[src/rtl/decode_stage_if.sv]
// decode_stage_if: fetch-side and execute-side handshake bundle for decode_stage.
// The slave modport is the decode stage's view; the master modport is the
// view of the surrounding pipeline (fetch + execute), used by the testbench.
interface decode_stage_if #(
    parameter int XLEN      = 32,
    parameter int PC_W      = 32,
    parameter int ILL_CNT_W = 8
);
    logic                 flush;
    logic                 in_valid;
    logic                 in_ready;
    logic [31:0]          in_inst;
    logic [PC_W-1:0]      in_pc;
    logic [4:0]           rs1_addr;
    logic [4:0]           rs2_addr;
    logic                 out_valid;
    logic                 out_ready;
    logic [5:0]           out_op;
    logic [XLEN-1:0]      out_imm;
    logic [4:0]           out_rd;
    logic [4:0]           out_rs1;
    logic [4:0]           out_rs2;
    logic [PC_W-1:0]      out_pc;
    logic                 out_illegal;
    logic [ILL_CNT_W-1:0] ill_cnt;

    modport slave (
        input  flush, in_valid, in_inst, in_pc, out_ready,
        output in_ready, rs1_addr, rs2_addr, out_valid, out_op, out_imm,
               out_rd, out_rs1, out_rs2, out_pc, out_illegal, ill_cnt
    );

    modport master (
        output flush, in_valid, in_inst, in_pc, out_ready,
        input  in_ready, rs1_addr, rs2_addr, out_valid, out_op, out_imm,
               out_rd, out_rs1, out_rs2, out_pc, out_illegal, ill_cnt
    );
endinterface

[src/rtl/decode_stage.sv]
// decode_stage: registered RV32I decode stage with valid/ready on both sides.
// Decodes into an op index (0 = illegal), builds the sign-extended immediate,
// supports flush and keeps a saturating count of accepted illegal instructions.
// Optional feature macro: DECODE_RV32M_EN (decode MUL..REMU as ops 41-48).
module decode_stage #(
    parameter int XLEN      = 32,
    parameter int PC_W      = 32,
    parameter int ILL_CNT_W = 8
) (
    input  logic          clk,
    input  logic          reset,
    decode_stage_if.slave bus
);

    // Only a 32-bit datapath is meaningful for RV32I.
    if (XLEN != 32) begin : g_xlen_check
        $error("decode_stage: XLEN must be 32");
    end

    logic [31:0]          w_inst;
    logic [6:0]           w_opcode;
    logic [2:0]           w_funct3;
    logic [6:0]           w_funct7;
    logic [XLEN-1:0]      w_imm_i;
    logic [XLEN-1:0]      w_imm_s;
    logic [XLEN-1:0]      w_imm_b;
    logic [XLEN-1:0]      w_imm_u;
    logic [XLEN-1:0]      w_imm_j;
    logic [XLEN-1:0]      w_imm_sh;
    logic [5:0]           w_op;
    logic [XLEN-1:0]      w_imm;
    logic                 w_rd_zero;
    logic                 w_illegal;
    logic [XLEN-1:0]      w_imm_final;
    logic [4:0]           w_rd;
    logic                 w_in_ready;
    logic                 w_accept;

    logic                 r_valid;
    logic [5:0]           r_op;
    logic [XLEN-1:0]      r_imm;
    logic [4:0]           r_rd;
    logic [4:0]           r_rs1;
    logic [4:0]           r_rs2;
    logic [PC_W-1:0]      r_pc;
    logic                 r_illegal;
    logic [ILL_CNT_W-1:0] r_ill_cnt;

    assign w_inst   = bus.in_inst;
    assign w_opcode = w_inst[6:0];
    assign w_funct3 = w_inst[14:12];
    assign w_funct7 = w_inst[31:25];

    // Immediate candidates for every instruction format.
    assign w_imm_i  = {{(XLEN-12){w_inst[31]}}, w_inst[31:20]};
    assign w_imm_s  = {{(XLEN-12){w_inst[31]}}, w_inst[31:25], w_inst[11:7]};
    assign w_imm_b  = {{(XLEN-13){w_inst[31]}}, w_inst[31], w_inst[7],
                       w_inst[30:25], w_inst[11:8], 1'b0};
    assign w_imm_u  = {w_inst[31:12], 12'h000};
    assign w_imm_j  = {{(XLEN-21){w_inst[31]}}, w_inst[31], w_inst[19:12],
                       w_inst[20], w_inst[30:21], 1'b0};
    assign w_imm_sh = {{(XLEN-5){1'b0}}, w_inst[24:20]};

    // Opcode/funct decode into op index, raw immediate and rd-suppression flag.
    // The full 7-bit opcode match also enforces inst[1:0] == 2'b11.
    always_comb begin
        w_op      = 6'd0;
        w_imm     = {XLEN{1'b0}};
        w_rd_zero = 1'b0;
        case (w_opcode)
            7'b0110111: begin
                w_op  = 6'd1;
                w_imm = w_imm_u;
            end
            7'b0010111: begin
                w_op  = 6'd2;
                w_imm = w_imm_u;
            end
            7'b1101111: begin
                w_op  = 6'd3;
                w_imm = w_imm_j;
            end
            7'b1100111: begin
                w_imm = w_imm_i;
                if (w_funct3 == 3'b000) begin
                    w_op = 6'd4;
                end else begin
                    w_op = 6'd0;
                end
            end
            7'b1100011: begin
                w_imm     = w_imm_b;
                w_rd_zero = 1'b1;
                case (w_funct3)
                    3'b000:  w_op = 6'd5;
                    3'b001:  w_op = 6'd6;
                    3'b100:  w_op = 6'd7;
                    3'b101:  w_op = 6'd8;
                    3'b110:  w_op = 6'd9;
                    3'b111:  w_op = 6'd10;
                    default: w_op = 6'd0;
                endcase
            end
            7'b0000011: begin
                w_imm = w_imm_i;
                case (w_funct3)
                    3'b000:  w_op = 6'd11;
                    3'b001:  w_op = 6'd12;
                    3'b010:  w_op = 6'd13;
                    3'b100:  w_op = 6'd14;
                    3'b101:  w_op = 6'd15;
                    default: w_op = 6'd0;
                endcase
            end
            7'b0100011: begin
                w_imm     = w_imm_s;
                w_rd_zero = 1'b1;
                case (w_funct3)
                    3'b000:  w_op = 6'd16;
                    3'b001:  w_op = 6'd17;
                    3'b010:  w_op = 6'd18;
                    default: w_op = 6'd0;
                endcase
            end
            7'b0010011: begin
                w_imm = w_imm_i;
                case (w_funct3)
                    3'b000:  w_op = 6'd19;
                    3'b010:  w_op = 6'd20;
                    3'b011:  w_op = 6'd21;
                    3'b100:  w_op = 6'd22;
                    3'b110:  w_op = 6'd23;
                    3'b111:  w_op = 6'd24;
                    3'b001: begin
                        w_imm = w_imm_sh;
                        if (w_funct7 == 7'h00) begin
                            w_op = 6'd25;
                        end else begin
                            w_op = 6'd0;
                        end
                    end
                    3'b101: begin
                        w_imm = w_imm_sh;
                        if (w_funct7 == 7'h00) begin
                            w_op = 6'd26;
                        end else if (w_funct7 == 7'h20) begin
                            w_op = 6'd27;
                        end else begin
                            w_op = 6'd0;
                        end
                    end
                    default: w_op = 6'd0;
                endcase
            end
            7'b0110011: begin
                case (w_funct7)
                    7'h00: begin
                        case (w_funct3)
                            3'b000:  w_op = 6'd28;
                            3'b001:  w_op = 6'd30;
                            3'b010:  w_op = 6'd31;
                            3'b011:  w_op = 6'd32;
                            3'b100:  w_op = 6'd33;
                            3'b101:  w_op = 6'd34;
                            3'b110:  w_op = 6'd36;
                            3'b111:  w_op = 6'd37;
                            default: w_op = 6'd0;
                        endcase
                    end
                    7'h20: begin
                        case (w_funct3)
                            3'b000:  w_op = 6'd29;
                            3'b101:  w_op = 6'd35;
                            default: w_op = 6'd0;
                        endcase
                    end
`ifdef DECODE_RV32M_EN
                    7'h01: w_op = 6'd41 + {3'b000, w_funct3};
`else
                    7'h01: w_op = 6'd0;
`endif
                    default: w_op = 6'd0;
                endcase
            end
            7'b0001111: begin
                w_rd_zero = 1'b1;
                if (w_funct3 == 3'b000) begin
                    w_op = 6'd38;
                end else begin
                    w_op = 6'd0;
                end
            end
            7'b1110011: begin
                w_rd_zero = 1'b1;
                if (w_inst == 32'h0000_0073) begin
                    w_op = 6'd39;
                end else if (w_inst == 32'h0010_0073) begin
                    w_op = 6'd40;
                end else begin
                    w_op = 6'd0;
                end
            end
            default: w_op = 6'd0;
        endcase
    end

    assign w_illegal   = (w_op == 6'd0);
    assign w_imm_final = w_illegal ? {XLEN{1'b0}} : w_imm;
    assign w_rd        = w_rd_zero ? 5'd0 : w_inst[11:7];

    assign w_in_ready  = !r_valid || bus.out_ready;
    assign w_accept    = bus.in_valid && w_in_ready && !bus.flush;

    // Pipeline register: flush wins, then accept, then drain on consume.
    always_ff @(posedge clk or posedge reset) begin
        if (reset) begin
            r_valid   <= 1'b0;
            r_op      <= 6'd0;
            r_imm     <= {XLEN{1'b0}};
            r_rd      <= 5'd0;
            r_rs1     <= 5'd0;
            r_rs2     <= 5'd0;
            r_pc      <= {PC_W{1'b0}};
            r_illegal <= 1'b0;
        end else if (bus.flush) begin
            r_valid   <= 1'b0;
        end else if (w_accept) begin
            r_valid   <= 1'b1;
            r_op      <= w_op;
            r_imm     <= w_imm_final;
            r_rd      <= w_rd;
            r_rs1     <= w_inst[19:15];
            r_rs2     <= w_inst[24:20];
            r_pc      <= bus.in_pc;
            r_illegal <= w_illegal;
        end else if (r_valid && bus.out_ready) begin
            r_valid   <= 1'b0;
        end else begin
            r_valid   <= r_valid;
        end
    end

    // Saturating count of illegal instructions actually accepted.
    always_ff @(posedge clk or posedge reset) begin
        if (reset) begin
            r_ill_cnt <= {ILL_CNT_W{1'b0}};
        end else if (w_accept && w_illegal && (r_ill_cnt != {ILL_CNT_W{1'b1}})) begin
            r_ill_cnt <= r_ill_cnt + {{(ILL_CNT_W-1){1'b0}}, 1'b1};
        end else begin
            r_ill_cnt <= r_ill_cnt;
        end
    end

    assign bus.in_ready    = w_in_ready;
    assign bus.rs1_addr    = w_inst[19:15];
    assign bus.rs2_addr    = w_inst[24:20];
    assign bus.out_valid   = r_valid;
    assign bus.out_op      = r_op;
    assign bus.out_imm     = r_imm;
    assign bus.out_rd      = r_rd;
    assign bus.out_rs1     = r_rs1;
    assign bus.out_rs2     = r_rs2;
    assign bus.out_pc      = r_pc;
    assign bus.out_illegal = r_illegal;
    assign bus.ill_cnt     = r_ill_cnt;

endmodule

[src/flat_wrapper.sv]
// flat-port wrapper written by rule: the top's interface ports become plain ports
module decode_stage_flat 
#(
    parameter int XLEN      = 32,
    parameter int PC_W      = 32,
    parameter int ILL_CNT_W = 8
)
  (clk, reset, bus_flush, bus_in_valid, bus_in_inst, bus_in_pc, bus_out_ready, bus_in_ready, bus_rs1_addr, bus_rs2_addr, bus_out_valid, bus_out_op, bus_out_imm, bus_out_rd, bus_out_rs1, bus_out_rs2, bus_out_pc, bus_out_illegal, bus_ill_cnt);
  decode_stage_if #(.XLEN(XLEN), .PC_W(PC_W), .ILL_CNT_W(ILL_CNT_W)) bus_i ();
  input  logic clk;
  input  logic reset;
  input wire logic [$bits(bus_i.flush)-1:0] bus_flush;
  input wire logic [$bits(bus_i.in_valid)-1:0] bus_in_valid;
  input wire logic [$bits(bus_i.in_inst)-1:0] bus_in_inst;
  input wire logic [$bits(bus_i.in_pc)-1:0] bus_in_pc;
  input wire logic [$bits(bus_i.out_ready)-1:0] bus_out_ready;
  output wire logic [$bits(bus_i.in_ready)-1:0] bus_in_ready;
  output wire logic [$bits(bus_i.rs1_addr)-1:0] bus_rs1_addr;
  output wire logic [$bits(bus_i.rs2_addr)-1:0] bus_rs2_addr;
  output wire logic [$bits(bus_i.out_valid)-1:0] bus_out_valid;
  output wire logic [$bits(bus_i.out_op)-1:0] bus_out_op;
  output wire logic [$bits(bus_i.out_imm)-1:0] bus_out_imm;
  output wire logic [$bits(bus_i.out_rd)-1:0] bus_out_rd;
  output wire logic [$bits(bus_i.out_rs1)-1:0] bus_out_rs1;
  output wire logic [$bits(bus_i.out_rs2)-1:0] bus_out_rs2;
  output wire logic [$bits(bus_i.out_pc)-1:0] bus_out_pc;
  output wire logic [$bits(bus_i.out_illegal)-1:0] bus_out_illegal;
  output wire logic [$bits(bus_i.ill_cnt)-1:0] bus_ill_cnt;
  assign bus_i.flush = bus_flush;
  assign bus_i.in_valid = bus_in_valid;
  assign bus_i.in_inst = bus_in_inst;
  assign bus_i.in_pc = bus_in_pc;
  assign bus_i.out_ready = bus_out_ready;
  assign bus_in_ready = bus_i.in_ready;
  assign bus_rs1_addr = bus_i.rs1_addr;
  assign bus_rs2_addr = bus_i.rs2_addr;
  assign bus_out_valid = bus_i.out_valid;
  assign bus_out_op = bus_i.out_op;
  assign bus_out_imm = bus_i.out_imm;
  assign bus_out_rd = bus_i.out_rd;
  assign bus_out_rs1 = bus_i.out_rs1;
  assign bus_out_rs2 = bus_i.out_rs2;
  assign bus_out_pc = bus_i.out_pc;
  assign bus_out_illegal = bus_i.out_illegal;
  assign bus_ill_cnt = bus_i.ill_cnt;
  decode_stage #(.XLEN(XLEN), .PC_W(PC_W), .ILL_CNT_W(ILL_CNT_W)) u_core (.clk(clk), .reset(reset), .bus(bus_i));
endmodule
[config.mk]
export PLATFORM = sky130hd
export DESIGN_NAME = decode_stage_flat
export DESIGN_NICKNAME = d
export VERILOG_FILES = /design/src/rtl/decode_stage_if.sv /design/src/rtl/decode_stage.sv /design/src/flat_wrapper.sv
export SDC_FILE = /design/constraint.sdc
export NUM_CORES = 1
export LEC_CHECK = 0
export ABC_AREA = 0
export BUFFER_PORTS_ARGS = -buffer_cell sky130_fd_sc_hd__buf_2
export CORE_ASPECT_RATIO = 0.9
export CORE_MARGIN = 1.5
export CORE_UTILIZATION = 30
export CTS_CLUSTER_SIZE = 16
export DETAILED_ROUTE_END_ITERATION = 10
export PLACE_DENSITY = 0.51
export SETUP_SLACK_MARGIN = 0.5
export SLEW_MARGIN = 20
export SYNTH_ARGS = -nofsm -noshare
export SYNTH_HDL_FRONTEND = slang
export SYNTH_SLANG_ARGS = --single-unit
[constraint.sdc]
create_clock -name clk -period 7.7 [get_ports clk]
set_input_delay 1.54 -clock clk [delete_from_list [all_inputs] [get_ports clk]]
set_output_delay 1.54 -clock clk [all_outputs]
set_load 0.05 [all_outputs]
==> impl_metrics.py, run 1 <==
metrics = {
    "critical_path": {
        "r2r-end": "u_core.bus.out_imm[30]",
        "cpMaxStageDelayCell": "sky130_fd_sc_hd__nor4_4",
        "worst_path_buffer_plus_inverter_count": 2,
        "critical_path.top_delay_family": "compound AO/OA/AOI/OAI gates",
        "cp-endpoint": "u_core.bus.out_imm[30]",
        "path_cells": "buf_2 -> inv_1 -> ha_1 -> o31a_1 -> a31oi_1 -> a2111oi_0 -> nor3_1 -> nand3_2 -> nor4_4 -> a211o_4 -> o21ai_0",
        "reg2regPathDepth": 6,
        "critical_path_depth": 11,
        "r2r-start": "u_core.bus.out_valid",
        "crit_fanout": 32,
        "setup.worst_path.start_class": "primary input",
        "worstPathArrival_ns": 4.68,
        "rrSetupSlack_ns": 5.31,
        "critPathLaunch": "bus_in_inst[13]",
        "critPathKind": "in -> reg",
        "required_worst_endpoint_ns": 7.90,
        "crit_path_end_kind": "flip-flop",
        "critical_path.max_stage_delay_ns": 0.55,
    },
    "floorplanning": {
        "die_area_um2": 17800,
        "floorplan.initialDensity_pct": 30.5,
        "die_height_um": 127,
        "core_um2": 16800,
        "num_io_pins": 175,
        "dieWidth_um": 141,
        "cell_row_count": 45,
    },
    "route": {
        "detail_route.first_pass.iterations": 4,
        "antenna_violating_nets_post_route": 0,
        "avgViaCountPerCell": 4.99,
        "totalWireLength_um": 16100,
        "drcViolationCount": 0,
        "routed_wire_length_per_instance_um": 17.2,
        "detailedRoute.firstIterationViolations": 286,
        "routed-via-count": 4686,
    },
    "place": {
        "placement.cell_area_um2": 6000,
        "portBuffers": 174,
        "dp.final_hpwl_um": 11600,
        "gp_routability_congestion": 0.858,
        "placed_cell_count": 923,
    },
    "logic_synthesis": {
        "post-synth-top-area-cell": "sky130_fd_sc_hd__dfrtp_1",
        "synthDistinctLibCells": 61,
        "synth_seq_cells": 95,
        "post_synth_instance_area_um2": 5110,
        "synth.yosys.seq_area_share_pct": 46.5,
        "synth_top_area_share_pct": 46.5,
        "synth_ff_type": "sky130_fd_sc_hd__dfrtp_1",
        "synth_warnings": 0,
        "synth_edf_count": 0,
        "post_synth_main_area_contributors": "sky130_fd_sc_hd__dfrtp_1 47%, sky130_fd_sc_hd__nand2_1 14%, sky130_fd_sc_hd__o21ai_2 5.1%",
        "synth_area_per_cell_um2": 8.81,
        "synth_async_sr_flop_share_pct": 100,
        "post_synth_inst_count": 580,
        "synth_nets": 655,
    },
    "clocking": {
        "tritoncts.num_buffers": 9,
        "clock_tree.buffer_depth": 2,
        "clkSinkCount": 95,
        "tritoncts": "done",
        "root_buffer": "sky130_fd_sc_hd__clkbuf_16",
        "cts_resized": 0,
        "post-cts-setup-buffer-count": 0,
        "clk_transition_reported_paths_ns": 0.06,
        "worst_skew_pair.late_latency_ns": 0.35,
        "ctsHoldBuffers": 0,
        "h-tree-depth": 3,
    },
    "pwr": {
        "leakage_nw": 3.21,
        "vdd.ir_drop.worst_uv": 171,
        "power.density_nw_per_um2": 241,
    },
    "run_status": {
        "run_status": "completed",
    },
    "layout": {
        "finish.net_count": 798,
        "antennaDiodeCount": 0,
        "flow.area_growth_from_synthesis_pct": 23.7,
        "final_cell_area_um2": 6320,
        "post_layout_nonfiller_instances": 939,
        "n_fill_cell": 1768,
        "fraction_of_layout_cells_with_a_size_suffix_above_1_pct": 32.7,
    },
    "sta": {
        "finalClockSkew_ns": 0.00783,
        "hold_viol_final": 0,
        "worstMarginPinSlew_ns": 0.956,
        "setup_viol_count_final": 0,
        "final.setup.tns_ns": 0,
        "slew-limit-headroom_pct": 36.3,
        "finalCriticalPeriod_ns": 4.48,
        "rsz_0062_raised_after_global_routing": "false",
        "post-route-period-util_pct": 58.1,
        "max_freq_mhz": 223,
        "maxSlewViolCount": 0,
    },
    "grt": {
        "antenna_found_initial": 0,
        "number_of_global_route_vias_before_repair": 4601,
        "largest_net_degree_at_the_start_of_global_routing": 88,
        "grt_overflow_total": 0,
        "grt_util_all_layers_pct": 18.3,
        "grt_pass1_wl_um": 25600,
    },
    "hold_path": {
        "hold_path.startpoint": "u_core.bus.out_imm[2]",
        "hold_path.class": "reg -> reg",
    },
    "flow_run": {
        "drv_cap": 0,
    },
}
==> state kept, by name, summed over array words and instances (netlist names) <==
register	cells
u_core.bus.out_rs1	5
u_core.bus.out_rs2	5
u_core.bus.out_op	6
u_core.bus.out_imm	32
u_core.bus.out_pc	32
u_core.bus.out_valid	1
u_core.bus.out_rd	5
u_core.bus.ill_cnt	8
u_core.bus.out_illegal	1
==> cells by family after synthesis <==
| logic type | count (synthesis) | share of synthesized area (%) |
|---|---|---|
| buffers and inverters | 57 | 6.53 |
| adder cells (fa/ha/maj) | 6 | 1.47 |
| XOR/XNOR | 8 | 1.37 |
| AO/OA/AOI/OAI | 121 | 17.7 |
| multiplexers | 1 | 0.294 |
| AND/OR/NAND/NOR | 292 | 26.2 |
| flip-flops | 95 | 46.5 |
==> cells in the mapped netlist, drive strengths merged (2+ instances only) <==
cell type  count
nand2        190
dfrtp         95
o21ai         44
buf           29
a21oi         28
nor2          28
clkbuf        18
nand3         12
inv           10
a22oi          8
nand2b         8
nor2b          8
a31oi          7
nor3           7
a22o           6
ha             6
nor4           6
xnor2          6
and2           5
nor3b          5
o31ai          5
and3           4
and3b          4
nand4          4
o31a           3
or3            3
a2111oi        2
a221oi         2
a2bb2oi        2
a32oi          2
nand3b         2
o2111ai        2
o211ai         2
xor2           2
==> placed cells by master, fill, tap and decap left out, types with 3 or more instances in the layout <==
cell | netlist | final
sky130_fd_sc_hd__and2_1 | 5 | 5
sky130_fd_sc_hd__buf_4 | 13 | 5
sky130_fd_sc_hd__nand2_1 | 189 | 189
sky130_fd_sc_hd__nor3_1 | 7 | 7
sky130_fd_sc_hd__nand3_1 | 11 | 11
sky130_fd_sc_hd__nand2b_1 | 8 | 8
sky130_fd_sc_hd__a21oi_1 | 28 | 28
sky130_fd_sc_hd__o31ai_1 | 5 | 5
sky130_fd_sc_hd__buf_2 | 6 | 174
sky130_fd_sc_hd__xnor2_1 | 6 | 6
sky130_fd_sc_hd__nor3b_1 | 5 | 4
sky130_fd_sc_hd__inv_1 | 10 | 9
sky130_fd_sc_hd__o21ai_2 | 30 | 30
sky130_fd_sc_hd__nor4_1 | 3 | 3
sky130_fd_sc_hd__o21ai_0 | 14 | 14
sky130_fd_sc_hd__clkbuf_16 | 0 | 9
sky130_fd_sc_hd__dfrtp_1 | 95 | 95
sky130_fd_sc_hd__or3_1 | 3 | 3
sky130_fd_sc_hd__ha_1 | 6 | 6
sky130_fd_sc_hd__nand4_1 | 4 | 4
sky130_fd_sc_hd__and3b_1 | 4 | 4
sky130_fd_sc_hd__and3_1 | 4 | 4
sky130_fd_sc_hd__a22o_1 | 6 | 6
sky130_fd_sc_hd__a22oi_1 | 8 | 8
sky130_fd_sc_hd__o31a_1 | 3 | 3
sky130_fd_sc_hd__nor2_1 | 27 | 27
sky130_fd_sc_hd__a31oi_1 | 7 | 7
sky130_fd_sc_hd__nor2b_1 | 8 | 8
==> through the flow <==
stage / hold slack (ns) / utilization, % / worst slack, ns / total power [mW]
3_5_place_dp: 0.457 / 35.7 / 2.84 / 1.04
2_1_floorplan: 0.745 / - / 3.67 / 0.920
4_1_cts: 0.481 / 37.7 / 3.22 / 1.55
6_report: 0.477 / 37.7 / 3.22 / 1.53
3_3_place_gp: 0.453 / 35.7 / 2.94 / 1.04
5_1_grt: 0.499 / 37.7 / 2.91 / 1.60
==> worst min-delay path by stage <==
| stage | to | slack [ns] | depth (start not counted) |
|---|---|---|---|
| floorplan | u_core.bus.out_pc[0] | 0.74 | 2 |
| global placement | u_core.bus.out_pc[2] | 0.45 | 2 |
| detailed placement | u_core.bus.out_pc[15] | 0.46 | 2 |
| CTS | u_core.bus.out_pc[11] | 0.48 | 2 |
| global route | u_core.bus.out_rs1[3] | 0.50 | 2 |
| finish | u_core.bus.out_imm[2] | 0.48 | 2 |
==> report_power, final <==
group	leakage [nW]	switching [mW]	total [mW]	internal (mW)
clock network	0.159	0.199	0.494	0.295
logic	1.82	0.333	0.437	0.104
registers	1.23	0.0415	0.594	0.553
total	3.21	0.573	1.53	0.953
==> tightest hold or removal path, stage by stage (launching register included) <==
cell	delay [ns]
sky130_fd_sc_hd__dfrtp_1	0.34
sky130_fd_sc_hd__nand2_1	0.06
sky130_fd_sc_hd__o21ai_2	0.05
==> area by class of cell <==
| type | count | area (um^2) | share of cell area, % |
|---|---|---|---|
| clock buffers | 10 | 239 | 3.78 |
| inverters | 10 | 40.0 | 0.633 |
| well taps | 211 | 264 | 4.17 |
| multi-input cells | 428 | 2410 | 38.0 |
| clock inverters | 6 | 90.1 | 1.42 |
| flip-flops and latches | 95 | 2380 | 37.6 |
| repair buffers | 179 | 908 | 14.4 |
==> routing by layer <==
layer	GRT usage, %	wire length (um)	vias to the layer above
met5	0	0	-
met4	8.15	530	0
met3	3.85	849	30
met2	28.7	7520	159
met1	24.4	7210	2242
li1	-	-	2255
Note: power is estimated with default switching activity, not from simulation.
==> run 2, diff against run 1 <==
--- a/config.mk
+++ b/config.mk
@@ -12,7 +12,7 @@
 export CORE_UTILIZATION = 30
 export CTS_CLUSTER_SIZE = 16
 export DETAILED_ROUTE_END_ITERATION = 10
-export PLACE_DENSITY = 0.51
+export PLACE_DENSITY = 0.53
 export SETUP_SLACK_MARGIN = 0.5
 export SLEW_MARGIN = 20
 export SYNTH_ARGS = -nofsm -noshare
==> constraint.sdc (replaced) <==
create_clock -name clk -period 3.94 [get_ports clk]
set_input_delay 0.788 -clock clk [delete_from_list [all_inputs] [get_ports clk]]
set_output_delay 0.788 -clock clk [all_outputs]
set_load 0.05 [all_outputs]
==> run 2 against run 1 <==
Flip-flop and latch count is the same. Clock-buffer cell count unchanged. Highest routed layer unchanged. Critical path depth up 1. Non-clock buffer count up 8. Cell count rose by 0.85%. Power is 89% higher. Largest power group unchanged. Clock skew decreased by 0.0032 ns. Largest cell class unchanged. Critical path type unchanged.
==> impl_metrics.py, run 2 (synthesis gave the netlist of run 1 again) <==
metrics = {
    "run_status": {
        "run_status": "completed",
    },
    "layout": {
        "flow.area_growth_from_synthesis_pct": 24.7,
        "finish.net_count": 807,
        "most_frequent_cells_in_the_layout": "189 x sky130_fd_sc_hd__nand2_1, 174 x sky130_fd_sc_hd__buf_2, 95 x sky130_fd_sc_hd__dfrtp_1",
        "final_util_pct": 38.0,
        "antennaDiodeCount": 0,
        "fraction_of_layout_cells_with_a_size_suffix_above_1_pct": 33.6,
        "layout_commonest_cell": "sky130_fd_sc_hd__nand2_1",
    },
    "clocking": {
        "h-tree-depth": 3,
        "tritoncts.num_buffers": 9,
        "clkSinkCount": 95,
        "worst_skew_pair.late_latency_ns": 0.34,
        "root_buffer": "sky130_fd_sc_hd__clkbuf_16",
        "clk_transition_reported_paths_ns": 0.07,
        "ctsHoldBuffers": 0,
        "clock_tree.buffer_depth": 2,
        "tritoncts": "done",
    },
    "route": {
        "drcViolationCount": 0,
        "met2_wirelength_um": 7470,
        "routed-via-count": 4747,
        "avgViaCountPerCell": 5.01,
        "detail_route.first_pass.iterations": 7,
        "antenna_violating_nets_post_route": 0,
        "dr.max_layer_used": "met4",
        "routed_wire_length_per_instance_um": 16.9,
        "totalWireLength_um": 16000,
        "detailedRoute.firstIterationViolations": 302,
        "wl_met1_um": 7220,
        "route.met3.wl_um": 1040,
    },
    "place": {
        "place_ws_ns": 0.204,
        "gp_routability_congestion": 0.898,
        "portBuffers": 174,
        "dp.final_hpwl_um": 11600,
    },
    "hold_path": {
        "hold_path.class": "reg -> reg",
    },
    "floorplanning": {
        "die_area_um2": 17800,
        "die_height_um": 127,
        "cell_row_count": 45,
        "num_io_pins": 175,
        "floorplan.initialDensity_pct": 30.5,
        "dieWidth_um": 141,
        "core_um2": 16800,
    },
    "grt": {
        "grt_util_all_layers_pct": 17.7,
        "grt_overflow_total": 0,
        "grt_pass1_wl_um": 24600,
        "number_of_global_route_vias_before_repair": 4524,
        "largest_net_degree_at_the_start_of_global_routing": 79,
        "antenna_found_initial": 0,
    },
    "sta": {
        "rsz_0062_raised_after_global_routing": "false",
        "maxSlewViolCount": 0,
        "max_freq_mhz": 309,
        "post-route-period-util_pct": 82.2,
        "hold_viol_final": 0,
        "finalClockSkew_ns": 0.00464,
        "final_critical_path_setup_slack_ns": 0.703,
        "timing.hold.ws_ns": 0.473,
        "finalCriticalPeriod_ns": 3.24,
        "setup_viol_count_final": 0,
        "worstMarginPinSlew_ns": 0.946,
        "final.setup.tns_ns": 0,
        "slew-limit-headroom_pct": 37.0,
    },
    "pwr": {
        "power.density_nw_per_um2": 453,
        "vdd.ir_drop.worst_uv": 259,
        "leakage_nw": 3.23,
    },
    "critical_path": {
        "crit_path_end_kind": "flip-flop",
        "crit_fanout": 16,
        "setup.worst_path.start_class": "primary input",
        "critPathKind": "in -> reg",
        "worstPathArrival_ns": 3.45,
        "required_worst_endpoint_ns": 4.15,
    },
    "flow_run": {
        "drv_cap": 0,
    },
}
-- run 2: through the flow --
step,total power [mW],instance area [um^2],cells
2_1_floorplan,1.80,5110,580
3_3_place_gp,2.03,6050,930
3_5_place_dp,2.04,6050,930
4_1_cts,2.93,6350,945
5_1_grt,3.04,6380,947
6_report,2.89,6380,947
-- run 2: report_power, final --
part           switching (mW)  leakage, nW  total [mW]  internal (mW)
Combinational           0.655         1.86       0.864          0.209
Sequential             0.0764         1.23        1.16           1.08
Clock                   0.362        0.141       0.867          0.505
Total                    1.09         3.23        2.89           1.80
-- run 2: routing by layer --
metal,track usage (%),vias up
li1,-,2264
met2,27.9,192
met3,4.00,25
met5,0,-
met1,23.9,2266
met4,6.00,0
-- run 2: area by class of cell --
class | instances | area, um^2
Fill cell | 1737 | 10400
Multi-Input combinational cell | 429 | 2430
Sequential cell | 95 | 2380
Timing Repair Buffer | 187 | 968
Tap cell | 211 | 264
Clock buffer | 10 | 239
Clock inverter | 5 | 58.8
Inverter | 10 | 40.0
-- run 2: what timing repair did --
action | in CTS | in global routing
buffers inserted | 0 | 1
setup endpoints to repair | 0 | 33
resized for setup | 0 | 2
-- run 2: path summary, 6_finish.rpt --
kind | start | to | slack [ns] | depth (start not counted)
max | bus_in_inst[13] | u_core.bus.out_imm[30] | 0.70 | 12
min | u_core.bus.out_pc[15] | u_core.bus.out_pc[15] | 0.47 | 2
max reg2reg | u_core.bus.out_valid | u_core.bus.out_rd[0] | 1.65 | 5
min reg2reg | u_core.bus.out_pc[15] | u_core.bus.out_pc[15] | 0.47 | 2
max in group asynchronous | reset | u_core.bus.out_imm[11] | 2.55 | 3
min in group asynchronous | reset | u_core.bus.out_pc[29] | 0.67 | 2
-- run 2: worst max-delay path, cell delays in order --
cell                        delay, ns
sky130_fd_sc_hd__buf_2           0.23
sky130_fd_sc_hd__inv_1           0.11
sky130_fd_sc_hd__ha_1            0.37
sky130_fd_sc_hd__or3_1           0.41
sky130_fd_sc_hd__o2111ai_1       0.07
sky130_fd_sc_hd__o311ai_0        0.14
sky130_fd_sc_hd__nor2_1          0.12
sky130_fd_sc_hd__o221ai_1        0.23
sky130_fd_sc_hd__nor4_4          0.36
sky130_fd_sc_hd__buf_4           0.19
sky130_fd_sc_hd__a211o_4         0.27
sky130_fd_sc_hd__o21ai_0         0.14
